### src/rtl/pulse_train_generator.sv
// Turns one accepted command into N pulses of H cycles high separated by L cycles low,
// then raises done for one cycle. Zero-length phases are stretched to one cycle.
module pulse_train_generator #(
  parameter int COUNT_WIDTH = 8,
  parameter int TIME_WIDTH  = 8
) (
  input  logic                   clock,
  input  logic                   reset_n,
  input  logic                   start_valid,
  output logic                   start_ready,
  input  logic [COUNT_WIDTH-1:0] pulse_count,
  input  logic [TIME_WIDTH-1:0]  pulse_high,
  input  logic [TIME_WIDTH-1:0]  pulse_low,
  input  logic                   abort,
  output logic                   pulse_out,
  output logic                   busy,
  output logic                   done
);

  typedef enum logic [1:0] {
    IDLE = 2'd0,
    HIGH = 2'd1,
    LOW  = 2'd2
  } state_e;

  localparam logic [TIME_WIDTH-1:0]  TIME_ONE  = TIME_WIDTH'(1);
  localparam logic [COUNT_WIDTH-1:0] COUNT_ONE = COUNT_WIDTH'(1);

  state_e                 state_q, state_d;
  logic [TIME_WIDTH-1:0]  phase_q, phase_d;
  logic [TIME_WIDTH-1:0]  high_q, high_d;
  logic [TIME_WIDTH-1:0]  low_q, low_d;
  logic [COUNT_WIDTH-1:0] remain_q, remain_d;
  logic                   pulse_q, pulse_d;
  logic                   busy_q, busy_d;
  logic                   done_q, done_d;

  logic [TIME_WIDTH-1:0]  high_eff;
  logic [TIME_WIDTH-1:0]  low_eff;

  // Zero durations become one cycle so adjacent pulses can never merge.
  assign high_eff = (pulse_high == '0) ? TIME_ONE : pulse_high;
  assign low_eff  = (pulse_low  == '0) ? TIME_ONE : pulse_low;

  always_comb begin
    // NOTE: every signal gets a default before the case so no path leaves it unassigned (no latches).
    state_d  = state_q;
    phase_d  = phase_q;
    high_d   = high_q;
    low_d    = low_q;
    remain_d = remain_q;
    pulse_d  = pulse_q;
    busy_d   = busy_q;
    done_d   = 1'b0;

    unique case (state_q)
      IDLE: begin
        pulse_d = 1'b0;
        busy_d  = 1'b0;
        if (start_valid) begin
          high_d = high_eff;
          low_d  = low_eff;
          if (pulse_count == '0) begin
            remain_d = '0;
            done_d   = 1'b1;
          end else begin
            state_d  = HIGH;
            remain_d = pulse_count;
            phase_d  = high_eff - TIME_ONE;
            pulse_d  = 1'b1;
            busy_d   = 1'b1;
          end
        end
      end

      HIGH: begin
        if (abort) begin
          state_d  = IDLE;
          phase_d  = '0;
          remain_d = '0;
          pulse_d  = 1'b0;
          busy_d   = 1'b0;
        end else if (phase_q == '0) begin
          remain_d = remain_q - COUNT_ONE;
          pulse_d  = 1'b0;
          if (remain_q == COUNT_ONE) begin
            // Last pulse finished: no trailing low phase, report completion.
            state_d = IDLE;
            busy_d  = 1'b0;
            done_d  = 1'b1;
          end else begin
            state_d = LOW;
            phase_d = low_q - TIME_ONE;
          end
        end else begin
          phase_d = phase_q - TIME_ONE;
        end
      end

      LOW: begin
        if (abort) begin
          state_d  = IDLE;
          phase_d  = '0;
          remain_d = '0;
          pulse_d  = 1'b0;
          busy_d   = 1'b0;
        end else if (phase_q == '0) begin
          state_d = HIGH;
          phase_d = high_q - TIME_ONE;
          pulse_d = 1'b1;
        end else begin
          phase_d = phase_q - TIME_ONE;
        end
      end

      default: begin
        state_d  = IDLE;
        phase_d  = '0;
        remain_d = '0;
        pulse_d  = 1'b0;
        busy_d   = 1'b0;
      end
    endcase
  end

  always_ff @(posedge clock or negedge reset_n) begin
    if (!reset_n) begin
      state_q  <= IDLE;
      phase_q  <= '0;
      high_q   <= '0;
      low_q    <= '0;
      remain_q <= '0;
      pulse_q  <= 1'b0;
      busy_q   <= 1'b0;
      done_q   <= 1'b0;
    end else begin
      // NOTE: non-blocking assignments so every flop samples the pre-edge values.
      state_q  <= state_d;
      phase_q  <= phase_d;
      high_q   <= high_d;
      low_q    <= low_d;
      remain_q <= remain_d;
      pulse_q  <= pulse_d;
      busy_q   <= busy_d;
      done_q   <= done_d;
    end
  end

  assign start_ready = (state_q == IDLE);
  assign pulse_out   = pulse_q;
  assign busy        = busy_q;
  assign done        = done_q;

endmodule

### config.mk
export PLATFORM = sky130hd
export DESIGN_NAME = pulse_train_generator
export DESIGN_NICKNAME = d
export VERILOG_FILES = /design/src/rtl/pulse_train_generator.sv
export SDC_FILE = /design/constraint.sdc
export NUM_CORES = 1
export LEC_CHECK = 0
export ABC_AREA = 1
export ABC_CLOCK_PERIOD_IN_PS = 4200
export CAP_MARGIN = 40
export CORE_AREA = 2 2 77 79
export DETAILED_ROUTE_END_ITERATION = 8
export DIE_AREA = 0 0 79 81
export PLACE_DENSITY_LB_ADDON = 0.05
export SYNTH_ARGS = -nofsm -noshare
export SYNTH_HDL_FRONTEND = slang
export SYNTH_SLANG_ARGS = --single-unit
### constraint.sdc
create_clock -name clock -period 4.2 [get_ports clock]
set_input_delay 0.84 -clock clock [delete_from_list [all_inputs] [get_ports clock]]
set_output_delay 0.84 -clock clock [all_outputs]
set_load 0.005 [all_outputs]
==> metrics.md <==
| Metric | Value |
|---|---|
| Starting Density | `47.40%` |
| Async SR Flop Fraction | `100.0%` |
| Syn Std Cell Area | `2690 sq um` |
| Reg2reg path depth | `5` |
| Post-Synthesis Net Count | `433` |
| Synthesis warning total | `0` |
| Top achievable clock speed | `387.0 MHz` |
| Worst vdd ir | `0.4074 mV` |
| DRT antenna net count | `0` |
| Antenna violations before repair | `0` |
| CP max FO | `9` |
| H-tree depth | `2` |
| Clock root buffer | `clkbuf_8` |
| Clk Latency, worst-skew pair | `300 ps` |
| Iter 0 DRT Violations | `116` |
| Layout cells sized above 1 | `12.01%` |
| Die Wd | `79 um` |
| CP startpoint kind | `flip-flop` |
| Post-Synthesis Cells | `398` |
| IO Pins | `32` |
| Worst Setup SP | `state_q[1]$_DFFE_PN0P_` |
| First-pass GRT wire length | `11560 um` |
| Clock skew | `7.368 ps` |
| TNS Setup | `0 ps` |
| Hold Path Class | `in -> async` |
| Cts hold-fix bufs | `0` |
| Register area share after synthesis | `34.42%` |
| Pwr Total | `2.180 mW` |
| Reg2reg end | `done$_DFF_PN0_` |
| Dpl hpwl | `5373 um` |
| Post-CTS setup buffers | `0` |
| Reg2reg setup slack | `2160 ps` |
| I/O Buffers | `31` |
| Final count of hold timing violations | `0` |
| Syn avg cell area | `6.759 sq um` |
| Slowest stage delay, CP | `510 ps` |
| Fin area | `3157 sq um` |
| RSZ-0062 raised after global routing | `false` |
| Leakage | `1.545 nW` |
| TritonCTS clock tree | `built` |
| Critical path arrival | `1740 ps` |
| Max-Cap Viols | `0` |
| CP max stage cell | `clkdlybuf4s50_1` |
| Layout area overhead | `17.35%` |
| Fin. max-slew vios | `0` |
| Post_cts resized | `0` |
| Slew @ Worst Pin | `779.3 ps` |
| Synthesized flop and latch total | `37` |
| Worst path cell trace | `nor2_1 > buf_4 > clkdlybuf4s50_1` |
| Fin Hold WS | `400.6 ps` |
| Buf+Inv Stages, Crit Path | `2` |
| Residual DRC | `0` |
| Core area | `5675 sq um` |
| Max clock buf depth | `2` |
| WL final | `6894 um` |
| DP Area | `3067 sq um` |
| Required @ worst endpoint | `3360 ps` |
| Post-synth EDFFs | `0` |
| Crit path depth | `3` |
| Crit path time final | `2584 ps` |
| Top_reg_cell synth | `dfrtp_1` |
| # fillers | `582` |
| Final period util | `61.52%` |
| Drt pass-1 iters | `4` |
| CP endpoint kind | `output port` |
| Status | `finished clean` |
| Antenna diodes | `0` |
| Final nets | `467` |
| Pin count of the biggest net entering global routing | `29` |
| Die height | `81 um` |
| Drt via density | `5.234` |
| Critical Path End | `start_ready` |
| Clock-pin slew on the worst setup and hold paths | `90 ps` |
| Number of CTS-inserted buffers | `5` |
| Vias in the first global route | `2525` |
| GR Overflow Total | `0` |
| Vias after detailed routing | `2659` |
| Clock sinks | `37` |
| WS Path Type | `reg -> out` |
| DIE AREA | `6399 sq um` |
| Largest delay share family, worst path | `buffers and inverters` |
| Pwr Density | `690.7 nW/um^2` |
| RePlAce Congestion | `0.8809` |
| Reg2reg start | `state_q[1]$_DFFE_PN0P_` |
| Row count | `28` |
| Total GRT Usage | `23.23%` |
| Synth cell types | `32` |
| Worst slew margin | `47.77%` |
| Final setup viols | `0` |
| WL/cell | `13.57 um` |
[cell type report]
| type | count | area [sq um] | share of cell area, % |
|---|---|---|---|
| Inverter | 66 | 250.2 | 7.927 |
| Clock inverter | 3 | 21.27 | 0.6738 |
| Clock buffer | 5 | 68.82 | 2.180 |
| Tap cell | 75 | 93.84 | 2.973 |
| Timing Repair Buffer | 34 | 340.3 | 10.78 |
| Sequential cell | 37 | 925.9 | 29.33 |
| Multi-Input combinational cell | 288 | 1456 | 46.14 |
[per-layer routing]
layer	GRT usage (%)	share of wire, %	up-vias
met1	29.17	45	1235
met2	40.51	48	63
met5	0	0	-
met4	6.034	1.0	0
li1	-	-	1353
met3	5.333	5.5	8
[flip-flops by register name (all words and copies together), names as in the netlist]
name	cells
phase_q	8
low_q	8
remain_q	8
done	1
high_q	8
busy	1
state_q	2
pulse_out	1
[cell usage after synthesis (all sizes together) (2+ instances only)]
master | number | area (sq um)
nand2 | 114 | 465.5
o22ai | 6 | 37.54
nand3 | 42 | 230.2
nand4 | 6 | 37.54
o21ai | 52 | 286.5
inv | 66 | 250.2
dfrtp | 37 | 925.9
a21oi | 10 | 50.05
buf | 6 | 53.80
or2 | 4 | 25.02
ha | 7 | 87.58
o211ai | 2 | 15.01
nor2 | 36 | 160.2
nor3 | 5 | 30.03
[how the worst min path moves through the flow]
stage	start	end	slack, ps
floorplan	remain_q[4]$_DFFE_PN0P_	remain_q[4]$_DFFE_PN0P_	460
global placement	busy$_DFFE_PN0P_	busy$_DFFE_PN0P_	490
detailed placement	busy$_DFFE_PN0P_	busy$_DFFE_PN0P_	490
CTS	reset_n	phase_q[0]$_DFFE_PN0P_	400
global route	reset_n	phase_q[0]$_DFFE_PN0P_	410
finish	reset_n	phase_q[0]$_DFFE_PN0P_	400
[cell usage in the layout (no fill, tap or decap), drive strengths merged]
cell / count
a211oi: 1
buf: 4
a32oi: 1
nand3: 42
dfrtp: 37
ha: 7
o211ai: 2
nor4: 1
inv: 67
nand4: 6
o21ai: 52
a21oi: 10
nor3: 5
nand2: 114
clkbuf: 5
clkinvlp: 1
xor2: 1
nor2: 36
clkdlybuf4s50: 30
o22ai: 6
clkinv: 1
or2: 4
[logic make-up (layout without fill, tap and decap cells)]
kind of cell / Yosys count / after routing / synth area share [%]
compound gates: 72 / 72 / 15.07
flops: 37 / 37 / 34.42
buf+inv: 73 / 108 / 11.44
simple gates: 208 / 208 / 35.49
fa+ha+maj: 7 / 7 / 3.256
xor+xnor: 1 / 1 / 0.3256
[power by group]
| part | switching (mW) | internal [mW] |
|---|---|---|
| Combinational | 0.829 | 0.447 |
| Clock | 0.146 | 0.118 |
| Sequential | 0.118 | 0.521 |
[through the flow]
step / utilization [%] / cells / setup slack [ps]
2_1_floorplan: - / 398 / 2034
3_3_place_gp: 53.68 / 499 / 1344
3_5_place_dp: 54.03 / 500 / 1322
4_1_cts: 55.62 / 508 / 1608
5_1_grt: 55.62 / 508 / 1458
6_report: 55.62 / 508 / 1616
Power figures use the tool's default switching activity.
